### src/rtl/vec_ldst_seq.sv
// Vector load/store sequencer: moves one VLEN-element vector between data
// memory and one vector register through the register file's serial port.
module vec_ldst_seq #(
    parameter int VLEN = 16,
    parameter int AW   = 16,
    parameter int DW   = 16
) (
    input  logic                    Clk1,
    input  logic                    Rst,
    input  logic                    Start,
    input  logic                    Op,
    input  logic [2:0]              VAddr,
    input  logic [AW-1:0]           Base,
    input  logic [AW-1:0]           Stride,
    output logic                    Busy,
    output logic                    Done,
    output logic [AW-1:0]           MemAddr,
    output logic                    MemRd,
    output logic                    MemWr,
    output logic [DW-1:0]           MemDataOut,
    input  logic [DW-1:0]           MemDataIn,
    output logic [2:0]              RegAddr,
    output logic [$clog2(VLEN)-1:0] RegIdx,
    output logic                    RegWR_s,
    output logic                    RegRD_s,
    output logic [DW-1:0]           RegDataOut,
    input  logic [DW-1:0]           RegDataIn
);

    localparam int IW = $clog2(VLEN);

    typedef enum logic [1:0] {
        S_IDLE,
        S_ISSUE,
        S_DRAIN,
        S_DONE
    } state_t;

    state_t          state_q, state_n;
    logic [IW-1:0]   cnt_q, cnt_n;
    logic            drn_q, drn_n;
    logic            op_q, op_n;
    logic [2:0]      va_q, va_n;
    logic [AW-1:0]   stride_q, stride_n;
    logic [AW-1:0]   iaddr_q, iaddr_n;

    // Return stage: a read issued last cycle has its data on the bus now
    logic            p1v_q, p1v_n;
    logic [IW-1:0]   p1tag_q, p1tag_n;
    logic [AW-1:0]   p1addr_q, p1addr_n;

    logic            busy_n, done_n;
    logic            mrd_n, mwr_n, rrd_n, rwr_n;
    logic [AW-1:0]   maddr_n;
    logic [DW-1:0]   mdout_n, rdout_n;
    logic [2:0]      raddr_n;
    logic [IW-1:0]   ridx_n;

    logic            iss;
    logic            iss_op;
    logic [2:0]      iss_va;
    logic [AW-1:0]   iss_addr;
    logic [IW-1:0]   iss_idx;

    always_comb begin
        state_n  = state_q;
        cnt_n    = cnt_q;
        drn_n    = drn_q;
        op_n     = op_q;
        va_n     = va_q;
        stride_n = stride_q;
        iaddr_n  = iaddr_q;
        p1v_n    = 1'b0;
        p1tag_n  = p1tag_q;
        p1addr_n = p1addr_q;
        busy_n   = Busy;
        done_n   = 1'b0;
        mrd_n    = 1'b0;
        mwr_n    = 1'b0;
        rrd_n    = 1'b0;
        rwr_n    = 1'b0;
        maddr_n  = MemAddr;
        mdout_n  = MemDataOut;
        raddr_n  = RegAddr;
        ridx_n   = RegIdx;
        rdout_n  = RegDataOut;
        iss      = 1'b0;
        iss_op   = op_q;
        iss_va   = va_q;
        iss_addr = iaddr_q;
        iss_idx  = cnt_q;

        unique case (state_q)
            S_IDLE: begin
                if (Start) begin
                    state_n  = S_ISSUE;
                    op_n     = Op;
                    va_n     = VAddr;
                    stride_n = Stride;
                    iaddr_n  = Base;
                    cnt_n    = '0;
                    busy_n   = 1'b1;
                    iss      = 1'b1;
                    iss_op   = Op;
                    iss_va   = VAddr;
                    iss_addr = Base;
                    iss_idx  = '0;
                end
            end
            S_ISSUE: begin
                p1v_n    = 1'b1;
                p1tag_n  = cnt_q;
                p1addr_n = iaddr_q;
                if (cnt_q == IW'(VLEN - 1)) begin
                    state_n = S_DRAIN;
                    drn_n   = 1'b0;
                end else begin
                    cnt_n    = cnt_q + IW'(1);
                    iaddr_n  = iaddr_q + stride_q;
                    iss      = 1'b1;
                    iss_addr = iaddr_q + stride_q;
                    iss_idx  = cnt_q + IW'(1);
                end
            end
            S_DRAIN: begin
                drn_n = 1'b1;
                if (drn_q) begin
                    state_n = S_DONE;
                    done_n  = 1'b1;
                end
            end
            S_DONE: begin
                state_n = S_IDLE;
                busy_n  = 1'b0;
            end
            default: state_n = S_IDLE;
        endcase

        // Load reads memory and writes the register file; store is the mirror
        if (iss) begin
            if (iss_op) begin
                rrd_n   = 1'b1;
                raddr_n = iss_va;
                ridx_n  = iss_idx;
            end else begin
                mrd_n   = 1'b1;
                maddr_n = iss_addr;
            end
        end

        if (p1v_q) begin
            if (op_q) begin
                mwr_n   = 1'b1;
                maddr_n = p1addr_q;
                mdout_n = RegDataIn;
            end else begin
                rwr_n   = 1'b1;
                raddr_n = va_q;
                ridx_n  = p1tag_q;
                rdout_n = MemDataIn;
            end
        end
    end

    always_ff @(posedge Clk1 or posedge Rst) begin
        if (Rst) begin
            state_q    <= S_IDLE;
            cnt_q      <= '0;
            drn_q      <= 1'b0;
            op_q       <= 1'b0;
            va_q       <= '0;
            stride_q   <= '0;
            iaddr_q    <= '0;
            p1v_q      <= 1'b0;
            p1tag_q    <= '0;
            p1addr_q   <= '0;
            Busy       <= 1'b0;
            Done       <= 1'b0;
            MemAddr    <= '0;
            MemRd      <= 1'b0;
            MemWr      <= 1'b0;
            MemDataOut <= '0;
            RegAddr    <= '0;
            RegIdx     <= '0;
            RegWR_s    <= 1'b0;
            RegRD_s    <= 1'b0;
            RegDataOut <= '0;
        end else begin
            state_q    <= state_n;
            cnt_q      <= cnt_n;
            drn_q      <= drn_n;
            op_q       <= op_n;
            va_q       <= va_n;
            stride_q   <= stride_n;
            iaddr_q    <= iaddr_n;
            p1v_q      <= p1v_n;
            p1tag_q    <= p1tag_n;
            p1addr_q   <= p1addr_n;
            Busy       <= busy_n;
            Done       <= done_n;
            MemAddr    <= maddr_n;
            MemRd      <= mrd_n;
            MemWr      <= mwr_n;
            MemDataOut <= mdout_n;
            RegAddr    <= raddr_n;
            RegIdx     <= ridx_n;
            RegWR_s    <= rwr_n;
            RegRD_s    <= rrd_n;
            RegDataOut <= rdout_n;
        end
    end

endmodule

### config.mk
export PLATFORM = sky130hd
export DESIGN_NAME = vec_ldst_seq
export DESIGN_NICKNAME = d
export VERILOG_FILES = /design/src/rtl/vec_ldst_seq.sv
export SDC_FILE = /design/constraint.sdc
export NUM_CORES = 1
export LEC_CHECK = 0
export BUFFER_PORTS_ARGS = -buffer_cell sky130_fd_sc_hd__buf_2
export CORE_MARGIN = 2
export CORE_UTILIZATION = 45
export CTS_CLUSTER_DIAMETER = 40
export CTS_CLUSTER_SIZE = 28
export DETAILED_ROUTE_END_ITERATION = 12
export PLACE_DENSITY = 0.71
export SLEW_MARGIN = 30
export SYNTH_ARGS = -nofsm -noshare
export SYNTH_HDL_FRONTEND = slang
export SYNTH_SLANG_ARGS = --single-unit
### constraint.sdc
create_clock -name Clk1 -period 3.7 [get_ports Clk1]
set_clock_uncertainty 0.2 [all_clocks]
set_input_delay 0.37 -clock Clk1 [delete_from_list [all_inputs] [get_ports Clk1]]
set_output_delay 0.37 -clock Clk1 [all_outputs]
set_load 0.005 [all_outputs]
==> results.py <==
metrics = {
    "worst_hold_path": {
        "min_path_type": "in2reg",
        "worstHoldEndpoint": "iaddr_q[0]",
        "min_from": "Base[0]",
        "whs_path_depth": 3,
    },
    "cts": {
        "cts_tree": "done",
        "postCtsSetupBuffers": 0,
        "ctsResizeCount": 0,
        "clkSinkCount": 125,
        "clk_latency_ns": 0.42,
        "clockRootBuffer": "clkbuf_16",
        "clkTransAtPathRegs_ns": 0.06,
        "h-tree-depth": 4,
        "cts_hold_buf": 53,
        "numCtsBuffers": 17,
        "clk_path_buf_depth": 2,
    },
    "global_route": {
        "grt_overflow": 0,
        "grt.total_usage_pct": 22.28,
        "grt_pass1_wl_um": 23380,
        "grt_pass1_vias": 4813,
        "grt_max_degree": 89,
        "antenna_found_initial": 0,
    },
    "synth": {
        "synth_edf_count": 0,
        "synth_area_leaders": "dfrtp_1 (54%), nand2_1 (9.6%), mux2_2 (6.8%)",
        "synth_fa_ha_area_share_pct": 4.688,
        "ys_ff_latch": 125,
        "synth_top_family_by_area": "simple AND/OR/NAND/NOR gates",
        "ys_seq_area_share_pct": 54.25,
        "synthFlopType": "dfrtp_1",
        "synth-compound-area-share_pct": 12.65,
        "yosysTopAreaCellShare_pct": 54.25,
        "yosysWarnings": 0,
        "avgSynthCellArea_um2": 10.35,
        "synth-simple-area-share_pct": 14.19,
        "synth-xor-area-share_pct": 2.127,
        "async_flop_share_pct": 100.0,
        "yosysUniqueCellTypes": 52,
        "synth.area.mux_share_pct": 8.963,
        "synth.net_count": 649,
        "synth_top_cell_by_area": "dfrtp_1",
        "synthCells": 557,
        "netlist_area_um2": 5766,
    },
    "die": {
        "core_region_area_um2": 12570,
        "dieArea_um2": 13730,
        "die_h_um": 117.2,
        "die_x_um": 117.2,
        "initial_utilization_pct": 45.87,
        "boundaryPins": 132,
        "rows": 41,
    },
    "worst_setup_path": {
        "crit_path_end_kind": "register",
        "critPathRequiredTime_ns": 3.79,
        "critPathKind": "reg2reg",
        "worstReg2RegEnd": "MemAddr[11]",
        "r2r_cells": 11,
        "start_kind": "register",
        "arrival_ns": 3.14,
        "critPathMaxFanout": 36,
        "reg2reg_setup_slack_ns": 0.66,
        "reg2reg_from": "state_q[0]",
    },
    "detailed_routing": {
        "drtIter0Drc": 261,
        "num_vias": 4785,
        "wl_per_cell_um": 15.69,
        "detail_route.first_pass.iterations": 6,
        "drc": 0,
        "vias_per_cell": 5.145,
        "drt_wl_total_um": 14600,
        "ant_nets": 0,
    },
    "sta": {
        "period_needed_ns": 3.044,
        "finalSetupViolCount": 0,
        "finalSetupTns_ns": 0,
        "tightest_slew_ns": 0.8471,
        "clock.fmax_mhz": 328.5,
        "hold_violations": 0,
        "fin_crit_sh_pct": 82.27,
        "rsz0062_at_grt": "no",
        "slew_viol_final": 0,
        "slew-limit-headroom_pct": 43.28,
    },
    "power": {
        "p_total_mw": 7.501,
        "cellLeakagePower_nw": 3.872,
        "peakVddDrop_mv": 0.3497,
        "powerDensity_nw_per_um2": 966.0,
    },
    "placed_design": {
        "placed_area_um2": 6633,
        "dp_hpwl_um": 9875,
        "place.gp.congestion": 0.8670,
        "portBuffers": 131,
        "place_inst": 845,
    },
    "finish": {
        "finalNonFillerCells": 930,
        "drive_above_1_share_pct": 29.02,
        "syn_to_final_growth_pct": 34.68,
        "num_antenna_cells": 0,
        "fin_nets": 837,
        "final_area_um2": 7765,
    },
    "job": {
        "cap_violations": 0,
    },
    "outcome": {
        "outcome": "finished, final reports clean",
    },
}
per-layer routing:
metal  up-vias  track usage [%]  routed length [um]  share of wire (%)
met5         -                0                   0                  0
met3        15            4.840                 644                4.4
met1      2336            29.88                6577                 45
li1       2297                -                   -                  -
met2       137            35.82                7189                 49
met4         0            8.078                 183                1.3
cells in the final DEF (no fill, tap or decap), drive strengths merged, types with 3 or more instances in the layout:
cell / Yosys / final
nand2: 147 / 147
buf: 10 / 143
dfrtp: 125 / 125
dlygate4sd3: 0 / 53
o21ai: 41 / 41
mux2: 35 / 35
a21oi: 23 / 23
clkbuf: 17 / 22
ha: 20 / 20
inv: 18 / 17
nor2: 16 / 16
mux2i: 11 / 11
a222oi: 8 / 8
nor3: 7 / 7
xnor2: 7 / 7
xor2: 7 / 7
a22oi: 6 / 6
and3: 6 / 6
clkinv: 0 / 6
nand3: 5 / 5
a21o: 5 / 5
and2: 4 / 4
o211ai: 4 / 4
a31oi: 4 / 4
nor2b: 4 / 4
a221o: 3 / 3
clkinvlp: 0 / 3
flip-flops by register name (all words and copies together), names as in the netlist, 2 cells and up:
name and flops:
MemAddr 16, MemDataOut 16, RegAddr 3, RegDataOut 16, RegIdx 4, cnt_q 4, iaddr_q 16, p1addr_q 16
p1tag_q 4, state_q 2, stride_q 16, va_q 3
cell usage after synthesis (5+ instances only):
cell and instances:
a21oi_1 21, xor2_1 7, o21ai_0 34, and3_1 6, clkbuf_1 17, mux2i_1 10
dfrtp_1 125, o21ai_1 6, xnor2_1 7, ha_1 20, a222oi_1 8, nand3_1 5
a22oi_1 6, buf_2 6, nand2_1 147, nor3_1 7, mux2_2 35, a21o_1 5
inv_1 17, nor2_1 16
worst max path at each step:
stage | startpoint | to | slack [ns] | cells after the start
floorplan | stride_q[0] | MemAddr[12] | 1.13 | 9
detailed placement | state_q[0] | MemAddr[11] | 0.69 | 11
global placement | state_q[0] | MemAddr[11] | 0.81 | 11
global route | state_q[0] | MemAddr[11] | 0.47 | 11
finish | state_q[0] | MemAddr[11] | 0.66 | 11
CTS | state_q[0] | MemAddr[11] | 0.68 | 11
power by group:
part	internal (mW)	switching, mW
combinational	1.50	1.86
sequential	2.04	0.438
clock	1.06	0.603
total	4.60	2.90
layout make-up:
class                   count  area [um^2]
clock buffers              22        484.2
clock inverters            10        112.6
fillers                  1037         4803
inverters                  18        71.32
multi-input cells         387         2465
flip-flops and latches    125         3128
well taps                 172        215.2
repair buffers            196         1289
worst max-delay path, stage by stage, from the launching register on:
cell and delay [ns]:
dfrtp_1 0.41, inv_1 0.10, ha_1 0.42, and2_1 0.28
buf_4 0.39, o21ai_2 0.10, buf_4 0.21, inv_2 0.20
nand2_1 0.13, a221o_1 0.27, a21oi_1 0.13, nor3_1 0.07
kinds of logic (layout without fill, tap and decap cells):
group | Yosys count | in the layout
buffers and inverters | 45 | 246
XOR/XNOR | 14 | 14
AND/OR/NAND/NOR | 198 | 198
flip-flops | 125 | 125
AO/OA/AOI/OAI | 108 | 108
adder cells (fa/ha/maj) | 21 | 21
multiplexers | 46 | 46
through the flow:
step	worst slack [ns]	utilization (%)	hold WS (ns)
floorplan	1.131	-	0.2454
global placement	0.8105	52.77	0.2516
detailed placement	0.6897	52.77	0.2577
CTS	0.6834	61.74	0.01713
global route	0.4675	61.78	0.02720
finish	0.6559	61.78	0.02744
Note: power is estimated with default switching activity, not from simulation.
